$ cat src/rtl/delay_sweep_pkg.sv
// delay_sweep_pkg: shared types and default sizes for the delay sweep
// sequencer.
//   state_t      - sequencer FSM states
//   sample_t     - one sweep-point record {delay, rdback} at default width
//   DELAY_W_DEF / DWELL_W_DEF / TIMEOUT_DEF - default parameter values
//   max_int      - elaboration-time helper for sizing counters
package delay_sweep_pkg;

    localparam int DELAY_W_DEF = 9;
    localparam int DWELL_W_DEF = 16;
    localparam int TIMEOUT_DEF = 64;

    typedef enum logic [3:0] {
        IDLE,
        PROG,
        WAIT_PROG,
        DWELL,
        READ,
        WAIT_READ,
        EMIT,
        NEXT,
        FINISH
    } state_t;

    typedef struct packed {
        logic [DELAY_W_DEF-1:0] delay;
        logic [DELAY_W_DEF-1:0] rdback;
    } sample_t;

    function automatic int max_int(input int a, input int b);
        return (a > b) ? a : b;
    endfunction

endpackage

$ cat src/rtl/delay_sweep_ctrl_if.sv
// delay_sweep_ctrl_if: change/read/done handshake to one delay-lane DRP
// wrapper.
//   master (sequencer): drives drp_change, drp_read, drp_delay_in;
//                       receives drp_done, drp_delay_out
//   slave  (wrapper)  : the mirror image
interface delay_sweep_ctrl_if
    import delay_sweep_pkg::*;
#(
    parameter int DELAY_W = DELAY_W_DEF
) ();

    logic               drp_change;
    logic               drp_read;
    logic [DELAY_W-1:0] drp_delay_in;
    logic               drp_done;
    logic [DELAY_W-1:0] drp_delay_out;

    modport master (
        output drp_change,
        output drp_read,
        output drp_delay_in,
        input  drp_done,
        input  drp_delay_out
    );

    modport slave (
        input  drp_change,
        input  drp_read,
        input  drp_delay_in,
        output drp_done,
        output drp_delay_out
    );

endinterface

$ cat src/rtl/sweep_timer.sv
// sweep_timer: loadable down-counter that stops at zero.
//   clk, rst_n - clock, asynchronous active-low reset
//   load_i     - load val_i (wins over dec_i)
//   val_i      - load value
//   dec_i      - decrement by one when non-zero
//   zero_o     - counter currently at zero
module sweep_timer #(
    parameter int W = 16
) (
    input  logic         clk,
    input  logic         rst_n,
    input  logic         load_i,
    input  logic [W-1:0] val_i,
    input  logic         dec_i,
    output logic         zero_o
);

    logic [W-1:0] cnt_q, cnt_d;

    always_comb begin
        cnt_d = cnt_q;
        if (load_i) begin
            cnt_d = val_i;
        end else if (dec_i && (cnt_q != '0)) begin
            cnt_d = cnt_q - W'(1);
        end
    end

    always_ff @(posedge clk or negedge rst_n) begin
        if (!rst_n) begin
            cnt_q <= '0;
        end else begin
            cnt_q <= cnt_d;
        end
    end

    assign zero_o = (cnt_q == '0);

endmodule

$ cat src/rtl/delay_sweep_ctrl.sv
// delay_sweep_ctrl: sweeps the tap value of one delay lane across
// [start_val, stop_val] in increments of step. Per point: program the tap,
// wait for done, dwell, read back, wait for done, emit one sample record.
//   clk, rst_n            - clock, asynchronous active-low reset
//   start, abort          - sweep control (start pulse, abort level/pulse)
//   start_val, stop_val,
//   step, dwell           - sweep setup, latched at start
//   drp                   - master side of the DRP wrapper handshake
//   sample_valid/_delay/
//   _rdback               - per-point record strobe and payload
//   busy, finished,
//   aborted, error        - status
// Build option SWEEP_TIMEOUT_EN: watchdog of TIMEOUT cycles on each DRP
// transaction; expiry sets error and ends the sweep. Without it error is 0.
module delay_sweep_ctrl
    import delay_sweep_pkg::*;
#(
    parameter int DELAY_W = DELAY_W_DEF,
    parameter int DWELL_W = DWELL_W_DEF,
    parameter int TIMEOUT = TIMEOUT_DEF
) (
    input  logic                clk,
    input  logic                rst_n,
    input  logic                start,
    input  logic                abort,
    input  logic [DELAY_W-1:0]  start_val,
    input  logic [DELAY_W-1:0]  stop_val,
    input  logic [DELAY_W-1:0]  step,
    input  logic [DWELL_W-1:0]  dwell,
    delay_sweep_ctrl_if.master  drp,
    output logic                sample_valid,
    output logic [DELAY_W-1:0]  sample_delay,
    output logic [DELAY_W-1:0]  sample_rdback,
    output logic                busy,
    output logic                finished,
    output logic                aborted,
    output logic                error
);

    // One counter serves both dwell and watchdog, so size it for either.
    localparam int TMR_W = max_int(DWELL_W, $clog2(TIMEOUT + 1));

    typedef struct packed {
        logic [DELAY_W-1:0] delay;
        logic [DELAY_W-1:0] rdback;
    } smp_t;

    state_t             state_q, state_d;
    logic [DELAY_W-1:0] cur_q, cur_d;
    logic [DELAY_W-1:0] stop_q, stop_d;
    logic [DELAY_W-1:0] step_q, step_d;
    logic [DWELL_W-1:0] dwell_q, dwell_d;
    logic               abort_q, abort_d;
    logic               aborted_q, aborted_d;
    smp_t               smp_q, smp_d;

    logic               abort_pend;
    logic [DELAY_W:0]   nxt;
    logic               tmr_load, tmr_dec, tmr_zero;
    logic [TMR_W-1:0]   tmr_val;
    logic [TMR_W-1:0]   dwell_ld;

`ifdef SWEEP_TIMEOUT_EN
    // Loaded in PROG/READ; the wait state sees zero on its 63rd cycle for
    // TIMEOUT=64, so FINISH lands exactly TIMEOUT cycles after the pulse.
    localparam logic [TMR_W-1:0] TO_LOAD = TMR_W'(TIMEOUT - 2);
    logic error_q, error_d;
`endif

    sweep_timer #(.W(TMR_W)) u_tmr (
        .clk    (clk),
        .rst_n  (rst_n),
        .load_i (tmr_load),
        .val_i  (tmr_val),
        .dec_i  (tmr_dec),
        .zero_o (tmr_zero)
    );

    // Dwell counts from dwell-1 so DWELL lasts dwell cycles; 0 still takes one.
    assign dwell_ld = (dwell_q == '0) ? '0 : (TMR_W'(dwell_q) - TMR_W'(1));

    always_comb begin
        state_d   = state_q;
        cur_d     = cur_q;
        stop_d    = stop_q;
        step_d    = step_q;
        dwell_d   = dwell_q;
        abort_d   = abort_q;
        aborted_d = aborted_q;
        smp_d     = smp_q;
        tmr_load  = 1'b0;
        tmr_val   = '0;
        tmr_dec   = 1'b0;
`ifdef SWEEP_TIMEOUT_EN
        error_d   = error_q;
`endif
        abort_pend = abort_q | abort;
        nxt        = {1'b0, cur_q} + {1'b0, step_q};

        if ((state_q != IDLE) && (state_q != FINISH) && abort) begin
            abort_d = 1'b1;
        end

        case (state_q)
            IDLE: begin
                if (start) begin
                    cur_d     = start_val;
                    stop_d    = stop_val;
                    step_d    = (step == '0) ? DELAY_W'(1) : step;
                    dwell_d   = dwell;
                    abort_d   = 1'b0;
                    aborted_d = 1'b0;
`ifdef SWEEP_TIMEOUT_EN
                    error_d   = 1'b0;
`endif
                    // Empty range passes through NEXT: its range test
                    // fails immediately, giving finished two cycles after
                    // start with no DRP access.
                    state_d = (start_val > stop_val) ? NEXT : PROG;
                end
            end
            // PROG and READ always enter their wait state even with an abort
            // pending: the wrapper transaction must finish before anything
            // else is issued.
            PROG: begin
`ifdef SWEEP_TIMEOUT_EN
                tmr_load = 1'b1;
                tmr_val  = TO_LOAD;
`endif
                state_d = WAIT_PROG;
            end
            WAIT_PROG: begin
`ifdef SWEEP_TIMEOUT_EN
                tmr_dec = 1'b1;
`endif
                if (drp.drp_done) begin
                    if (abort_pend) begin
                        aborted_d = 1'b1;
                        state_d   = FINISH;
                    end else begin
                        tmr_load = 1'b1;
                        tmr_val  = dwell_ld;
                        state_d  = DWELL;
                    end
                end
`ifdef SWEEP_TIMEOUT_EN
                else if (tmr_zero) begin
                    error_d = 1'b1;
                    state_d = FINISH;
                end
`endif
            end
            DWELL: begin
                if (abort_pend) begin
                    aborted_d = 1'b1;
                    state_d   = FINISH;
                end else if (tmr_zero) begin
                    state_d = READ;
                end else begin
                    tmr_dec = 1'b1;
                end
            end
            READ: begin
`ifdef SWEEP_TIMEOUT_EN
                tmr_load = 1'b1;
                tmr_val  = TO_LOAD;
`endif
                state_d = WAIT_READ;
            end
            WAIT_READ: begin
`ifdef SWEEP_TIMEOUT_EN
                tmr_dec = 1'b1;
`endif
                if (drp.drp_done) begin
                    if (abort_pend) begin
                        aborted_d = 1'b1;
                        state_d   = FINISH;
                    end else begin
                        // Captured only for emitted points so the sample
                        // outputs change together with the strobe.
                        smp_d.delay  = cur_q;
                        smp_d.rdback = drp.drp_delay_out;
                        state_d      = EMIT;
                    end
                end
`ifdef SWEEP_TIMEOUT_EN
                else if (tmr_zero) begin
                    error_d = 1'b1;
                    state_d = FINISH;
                end
`endif
            end
            EMIT: begin
                if (abort_pend) begin
                    aborted_d = 1'b1;
                    state_d   = FINISH;
                end else begin
                    state_d = NEXT;
                end
            end
            NEXT: begin
                // nxt is one bit wider, so a wrap past the top tap also
                // compares greater than stop.
                if (abort_pend) begin
                    aborted_d = 1'b1;
                    state_d   = FINISH;
                end else if (nxt > {1'b0, stop_q}) begin
                    state_d = FINISH;
                end else begin
                    cur_d   = nxt[DELAY_W-1:0];
                    state_d = PROG;
                end
            end
            FINISH: begin
                abort_d = 1'b0;
                state_d = IDLE;
            end
            default: begin
                state_d = IDLE;
            end
        endcase
    end

    always_ff @(posedge clk or negedge rst_n) begin
        if (!rst_n) begin
            state_q   <= IDLE;
            cur_q     <= '0;
            stop_q    <= '0;
            step_q    <= '0;
            dwell_q   <= '0;
            abort_q   <= 1'b0;
            aborted_q <= 1'b0;
            smp_q     <= '0;
        end else begin
            state_q   <= state_d;
            cur_q     <= cur_d;
            stop_q    <= stop_d;
            step_q    <= step_d;
            dwell_q   <= dwell_d;
            abort_q   <= abort_d;
            aborted_q <= aborted_d;
            smp_q     <= smp_d;
        end
    end

`ifdef SWEEP_TIMEOUT_EN
    always_ff @(posedge clk or negedge rst_n) begin
        if (!rst_n) begin
            error_q <= 1'b0;
        end else begin
            error_q <= error_d;
        end
    end
    assign error = error_q;
`else
    assign error = 1'b0;
`endif

    // Outputs decode straight from the state register, so an async reset
    // clears them in the same cycle.
    assign drp.drp_change   = (state_q == PROG);
    assign drp.drp_read     = (state_q == READ);
    assign drp.drp_delay_in = cur_q;
    assign sample_valid     = (state_q == EMIT);
    assign sample_delay     = smp_q.delay;
    assign sample_rdback    = smp_q.rdback;
    assign busy             = (state_q != IDLE);
    assign finished         = (state_q == FINISH);
    assign aborted          = aborted_q;

endmodule

$ cat src/flat_wrapper.sv
// flat-port wrapper written by rule: the top's interface ports become plain ports
module delay_sweep_ctrl_flat import delay_sweep_pkg::*;
#(
    parameter int DELAY_W = DELAY_W_DEF,
    parameter int DWELL_W = DWELL_W_DEF,
    parameter int TIMEOUT = TIMEOUT_DEF
)
  (clk, rst_n, start, abort, start_val, stop_val, step, dwell, sample_valid, sample_delay, sample_rdback, busy, finished, aborted, error, drp_drp_change, drp_drp_read, drp_drp_delay_in, drp_drp_done, drp_drp_delay_out);
  delay_sweep_ctrl_if #(.DELAY_W(DELAY_W)) drp_i ();
  input  logic clk;
  input  logic rst_n;
  input  logic start;
  input  logic abort;
  input  logic [DELAY_W-1:0] start_val;
  input  logic [DELAY_W-1:0] stop_val;
  input  logic [DELAY_W-1:0] step;
  input  logic [DWELL_W-1:0] dwell;
  output logic sample_valid;
  output logic [DELAY_W-1:0] sample_delay;
  output logic [DELAY_W-1:0] sample_rdback;
  output logic busy;
  output logic finished;
  output logic aborted;
  output logic error;
  output wire logic [$bits(drp_i.drp_change)-1:0] drp_drp_change;
  output wire logic [$bits(drp_i.drp_read)-1:0] drp_drp_read;
  output wire logic [$bits(drp_i.drp_delay_in)-1:0] drp_drp_delay_in;
  input wire logic [$bits(drp_i.drp_done)-1:0] drp_drp_done;
  input wire logic [$bits(drp_i.drp_delay_out)-1:0] drp_drp_delay_out;
  assign drp_drp_change = drp_i.drp_change;
  assign drp_drp_read = drp_i.drp_read;
  assign drp_drp_delay_in = drp_i.drp_delay_in;
  assign drp_i.drp_done = drp_drp_done;
  assign drp_i.drp_delay_out = drp_drp_delay_out;
  delay_sweep_ctrl #(.DELAY_W(DELAY_W), .DWELL_W(DWELL_W), .TIMEOUT(TIMEOUT)) u_core (.clk(clk), .rst_n(rst_n), .start(start), .abort(abort), .start_val(start_val), .stop_val(stop_val), .step(step), .dwell(dwell), .drp(drp_i), .sample_valid(sample_valid), .sample_delay(sample_delay), .sample_rdback(sample_rdback), .busy(busy), .finished(finished), .aborted(aborted), .error(error));
endmodule
$ cat config.mk
export PLATFORM = sky130hd
export DESIGN_NAME = delay_sweep_ctrl_flat
export DESIGN_NICKNAME = d
export VERILOG_FILES = /design/src/rtl/delay_sweep_pkg.sv /design/src/rtl/delay_sweep_ctrl_if.sv /design/src/rtl/sweep_timer.sv /design/src/rtl/delay_sweep_ctrl.sv /design/src/flat_wrapper.sv
export SDC_FILE = /design/constraint.sdc
export NUM_CORES = 1
export LEC_CHECK = 0
export CORE_MARGIN = 4
export CORE_UTILIZATION = 58
export DETAILED_ROUTE_END_ITERATION = 8
export GPL_TIMING_DRIVEN = 0
export HOLD_SLACK_MARGIN = 0.03
export PLACE_DENSITY = 0.91
export SYNTH_ARGS = -nofsm -noshare
export SYNTH_HDL_FRONTEND = slang
export SYNTH_HIERARCHICAL = 1
export SYNTH_SLANG_ARGS = --single-unit
$ cat constraint.sdc
create_clock -name clk -period 7.79 [get_ports clk]
set_input_delay 1.558 -clock clk [delete_from_list [all_inputs] [get_ports clk]]
set_output_delay 1.558 -clock clk [all_outputs]
set_load 0.005 [all_outputs]
* After elaboration in Yosys (flattened, before gate mapping)
Index checks and enable logic that the tools add are counted.
** Word-level totals
- Bits in registers :: 83
- Input bits :: 57
** Cells by class
- Add/sub/neg operators :: 3
- $lt $le $gt $ge :: 2
- Equal/unequal tests :: 16
- Multiplexer cells :: 36
- Bitwise gates (word level) :: 2
- Reductions and logical operators :: 19
** Operator list (count)
- 16-bit 2-to-1 mux :: 6
- 4-bit 2-to-1 mux :: 10
- 9-bit 2-to-1 mux :: 4
- 16-bit logical NOT :: 2
- 4-bit case mux with 8 select lines :: 1
- 16-bit by 1-bit subtractor with 16-bit output (second input constant) :: 2
- 9-bit case mux with 2 select lines :: 1
- 4-bit by 3-bit equality test with 1-bit output (second input constant) :: 4
- 16-bit nonzero test :: 1
- 1-bit 2-to-1 mux :: 11
- 9-bit by 9-bit adder with 10-bit output :: 1
- 10-bit by 9-bit > comparator with 1-bit output :: 1
- 2-bit inequality test (second input constant) :: 5
- 9-bit > comparator :: 1
- 9-bit logical NOT :: 1
- 4-bit by 2-bit equality test with 1-bit output (second input constant) :: 2
- 4-bit AND reduction :: 2
- 3-bit AND reduction :: 2
- 4-bit by 1-bit equality test with 1-bit output (second input constant) :: 1
- 4-bit equality test (second input constant) :: 1
- 4-bit logical NOT :: 1
- 4-bit inequality test (second input constant) :: 1
- 2-bit nonzero test :: 2
- 4-bit nonzero test :: 1
- 12 further kinds :: 14

* Depth between registers and ports, before layout
- Depth in word-level cells :: 7
- Mapped depth :: 15

* Hierarchy
Netlist, hierarchy kept.
** Modules (own cells, without submodules)
- delay_sweep_ctrl :: times used 1, cells each 411, area an instance 4050.1 sq um, sequential area each 1676.6 sq um
- sweep_timer :: times used 1, cells each 123, area an instance 1044.8 sq um, sequential area each 400.4 sq um

* Least setup slack after synthesis
Ideal clock, no wire load.
- Kind :: input port to flip-flop
- From :: in abort
- To :: reg u_core.u_tmr.cnt_q[15]
- Arrival :: 3.388 ns
- Required time :: 7.708 ns
- Path slack :: 4.320 ns
- Stages on the path :: 7
- Buffers on the path :: 1
- Cell sequence :: or2_2 > nor3_1 > buf_4 > inv_1 > or4_1 > or4_1 > a31oi_1
** Between the ends
- Cells in the longest elaborated chain, start to end :: 5
** Ends and longest elaborated chain
- from (decl) :: line flat_wrapper.sv:13 : input logic abort;
- 1-bit bitwise OR :: line delay_sweep_ctrl.sv:97 : abort_pend = abort_q | abort;
- 1-bit 2-to-1 mux :: line delay_sweep_ctrl.sv:154 : if (abort_pend) begin
- 1-bit 2-to-1 mux :: line delay_sweep_ctrl.sv:104 : case (state_q)
- named net u_core.tmr_dec :: line delay_sweep_ctrl.sv:59 : logic tmr_load, tmr_dec, tmr_zero;
- 1-bit logical AND :: line sweep_timer.sv:24 : end else if (dec_i && (cnt_q != '0)) begin
- 2-bit nonzero test (no source line)
- to (signal assigned) :: line sweep_timer.sv:33 : cnt_q <= cnt_d;
- to (decl) :: line sweep_timer.sv:18 : logic [W-1:0] cnt_q, cnt_d;
The timed path passes the listed nets, and every way through them passes these cells.
A chain may end at the register's enable or synchronous reset.

* Worst setup path after layout
- From :: reg u_core.cur_q[0], in the netlist u_core/drp.drp_delay_in[0]
- To :: reg u_core.cur_q[0], in the netlist u_core/drp.drp_delay_in[0]
** Between the ends
- Cells in the longest elaborated chain, start to end :: 4
** Ends and longest elaborated chain
- from (decl) :: line delay_sweep_ctrl.sv:49 : logic [DELAY_W-1:0] cur_q, cur_d;
- from (signal assigned) :: line delay_sweep_ctrl.sv:236 : cur_q <= cur_d;
- 9-bit by 9-bit adder with 10-bit output (*) :: line delay_sweep_ctrl.sv:98 : nxt = {1'b0, cur_q} + {1'b0, step_q};
- 10-bit by 9-bit > comparator with 1-bit output / 9-bit 2-to-1 mux (equally long branches) :: line delay_sweep_ctrl.sv:207 : end else if (nxt > {1'b0, stop_q}) begin
- 2-bit inequality test (no source line) / 9-bit 2-to-1 mux (equally long branches)
- 4-bit AND reduction (no source line) / 9-bit case mux with 2 select lines (equally long branches)
Mark *: on every way between the ends. The rest lies on a longest branch, timed or not. The select of a mux whose other input is x is not followed.

==> summary.txt <==
Run status
  – Status: completed

Route
  – Routed Antenna Nets: 0
  – DR WL/cell: 17.29 µm
  – DRC: 0
  – Routed wire length: 12.88 mm
  – Starting DRT DRC Count: 211
  – Drt pass-1 iters: 7
  – Vias: 4453
  – Vias per cell: 5.977

Yosys
  – Syn nets: 622
  – Number of synthesized register bits: 83
  – Asr flop ratio synth: 100.0%
  – Sequential cell area fraction in the yosys report: 40.77%
  – Synth top area share: 40.77%
  – Mapped cell area: 5095 µm²
  – Gate Count Post-Synth: 534
  – YS warnings: 6
  – Most frequent cell after synthesis: dfrtp_1
  – Post-synth EDFFs: 0
  – Top post-synthesis cells by count: dfrtp_1, nor2_1, nand2_1, inv_1, o21ai_0
  – Synth area leaders: dfrtp_1, ha_1, mux2_2
  – Synth cell types: 71
  – Post-synth top area cell: dfrtp_1
  – Syn avg cell area: 9.541 µm²
  – Dominant synthesized flop cell: dfrtp_1

Cells and area
  – Final cell count without fillers: 745
  – Register area: 2077 µm²
  – Diodes inserted: 0
  – Multi-input gate area: 2765 µm²
  – Fillers: 600
  – Final nets: 723
  – Layout area overhead: 24.44%
  – Share of layout cells above drive strength 1: 12.81%

Worst setup path
  – CP Launch Type: flop
  – Crit Path Max Fanout: 9
  – Bufs and invs on worst path: 1
  – Reg2reg end: u_core/drp.drp_delay_in[0]
  – Worst reg2reg setup slack: 3.91 ns
  – CP arrival: 4.13 ns
  – Worst path required time: 8.04 ns
  – Crit Path Class: reg -> reg
  – Slowest cell on the critical path: o21ai_4
  – Length in cells of the worst reg-to-reg path: 14
  – Reg-to-Reg Start: u_core/drp.drp_delay_in[0]
  – Worst path cell trace: ha_1, inv_1, fa_1, nand2b_1, a21oi_1, nor3_1, or3_1, and2_1, ha_1, nand3_1, o32ai_2, o21ai_2, o21ai_4, mux2_4
  – CP top delay family: compound AO/OA/AOI/OAI gates
  – Critical path's most frequent cell: ha_1
  – CP Capture Type: flop
  – Worst stage delay on the critical path: 0.45 ns

Timing
  – Endpoints failing hold: 0
  – Skew final: 0.01487 ns
  – Final setup fails: 0
  – Worst hold slack: 0.4911 ns
  – Unrepaired setup endpoints after global routing: false
  – Worst slew margin: 50.37%
  – Period utilisation layout: 49.77%
  – Setup tns final: 0 ns
  – Fmax achieved: 0.2579 GHz
  – Final Critical Period: 3.877 ns
  – Tightest Pin Transition: 0.7377 ns
  – Slew Viols, Final: 0

Placement
  – Placed cell count: 729
  – Post-DP HPWL: 9.973 mm
  – Routability cong.: 0.9761
  – Port bufs: 89

Power and ir drop
  – Power Density: 400.8 nW/µm²
  – VDD IR max: 220.6 µV
  – Leak Pwr: 0.002758 µW

CTS
  – TritonCTS clock tree: done
  – # H-tree levels: 3
  – Post-CTS resize count: 0
  – Clk Latency, worst-skew pair: 0.37 ns
  – CTS buffer count: 9
  – Cts hold-fix bufs: 0
  – Root Buffer: clkbuf_8
  – CTS Buffer Depth: 2
  – Worst-path clk slew: 0.09 ns
  – Clock sink count: 83
  – Setup bufs post-CTS: 0

Hold path
  – Worst min path class: reg -> reg
  – Hold Path End: u_core/stop_q[8]
  – Hold depth: 2
  – Hold Path Origin: u_core/stop_q[8]

Job
  – Max Cap Viol: 0

Floorplanning
  – I/O pin cnt: 91
  – Die area: 10350 µm²
  – Chip width: 101.7 µm
  – Row cnt: 33
  – CORE AREA: 8382 µm²
  – Starting Density: 60.79%
  – Height of the die: 101.7 µm

GRT
  – Antenna violations before repair: 0
  – Global-route wire length before repair: 21.58 mm
  – Number of global-route vias before repair: 4613
  – Pin count of the biggest net entering global routing: 54
  – Grt ovf: 0
  – GRT Util Overall: 26.25%
==> per-layer routing <==
layer	vias to the layer above	wire [µm]	part of all wire (%)	global-route usage, %
li1	2103	-	-	-
met3	38	824	6.4	5.441
met4	0	305	2.4	9.509
met5	-	0	0	0
met2	174	6685	52	46.23
met1	2138	5062	39	31.69
==> final cells by class <==
class | count | share of cell area, %
sequential | 83 | 32.76
clock inverter | 7 | 1.164
buffer | 19 | 1.559
inverter | 41 | 2.427
clock buffer | 9 | 1.954
multi-input combinational | 391 | 43.62
tap | 105 | 2.072
timing repair buffer | 90 | 14.45
==> flip-flops by register name, summed over array words and instances, names as in the netlist <==
signal,cells
u_core/aborted,1
u_core/drp.drp_delay_in,9
u_core/step_q,9
u_core/u_tmr/cnt_q,16
u_core/stop_q,9
u_core/sample_rdback,9
u_core/state_q,4
u_core/dwell_q,16
u_core/abort_q,1
u_core/sample_delay,9
==> power by group <==
group	internal (µW)	switching (µW)
Clock	150	167
Combinational	691	725
Sequential	624	183
Total	1470	1080
==> how the worst max path moves through the flow <==
stage                                           from                         end  slack (ns)  depth (start not counted)
after floorplan                                abort      u_core/u_tmr/cnt_q[15]        4.32                          7
after global placement                         rst_n           u_core/state_q[1]        2.33                          1
after detailed placement                       abort      u_core/u_tmr/cnt_q[10]        3.57                          8
after CTS                 u_core/drp.drp_delay_in[0]  u_core/drp.drp_delay_in[0]        3.94                         14
after global routing      u_core/drp.drp_delay_in[0]  u_core/drp.drp_delay_in[0]        3.66                         15
final                     u_core/drp.drp_delay_in[0]  u_core/drp.drp_delay_in[0]        3.91                         14
==> worst register-to-register path, cell delays in order, from the launching register on <==
cell      delay, ns
dfrtp_1        0.42
ha_1           0.25
inv_1          0.08
fa_1           0.41
nand2b_1       0.19
a21oi_1        0.22
nor3_1         0.11
or3_1          0.38
and2_1         0.16
ha_1           0.31
nand3_1        0.09
o32ai_2        0.23
o21ai_2        0.13
o21ai_4        0.45
mux2_4         0.34
==> layout by cell type (no fill, tap or decap), types with 5 or more instances in the layout <==
cell type | netlist | final
o31ai_1 | 5 | 5
clkdlybuf4s50_1 | 0 | 88
nand2_1 | 45 | 45
xnor2_1 | 13 | 13
xor2_1 | 5 | 5
or3_1 | 10 | 10
o21ai_0 | 34 | 34
ha_1 | 30 | 30
clkbuf_1 | 5 | 5
nor3_1 | 18 | 18
a21o_1 | 5 | 5
mux2i_1 | 11 | 11
nand2b_1 | 6 | 6
buf_2 | 10 | 10
nor2_1 | 49 | 49
mux2_2 | 31 | 31
mux2_1 | 8 | 8
a21oi_1 | 22 | 22
inv_1 | 40 | 40
nor4_1 | 7 | 7
clkbuf_8 | 0 | 9
dfrtp_1 | 83 | 83
or4_1 | 7 | 7
a31oi_1 | 10 | 10
nand3_1 | 12 | 12
==> cell families (layout without fill, tap and decap cells) <==
group                    count (synthesis)  after routing  share of synthesized area (%)
other                                    1              1                        0.07360
buffers and inverters                   60            166                          4.960
AND/OR/NAND/NOR                        184            184                          18.44
AO/OA/AOI/OAI                          104            104                          13.24
flip-flops                              83             83                          40.77
adder cells (fa/ha/maj)                 31             31                          7.760
multiplexers                            53             53                          11.67
XOR/XNOR                                18             18                          3.094
==> metrics by stage <==
step           power (µW)  util [%]  instance area (µm²)  setup slack [ns]
2_1_floorplan        1751         -                 5095             4.320
3_3_place_gp         2119     72.98                 6117             2.333
3_5_place_dp         2202     73.28                 6142             3.572
4_1_cts              2532     75.64                 6340             3.942
5_1_grt              2749     75.64                 6340             3.656
6_report             2541     75.64                 6340             3.913
Power figures use the tool's default switching activity.
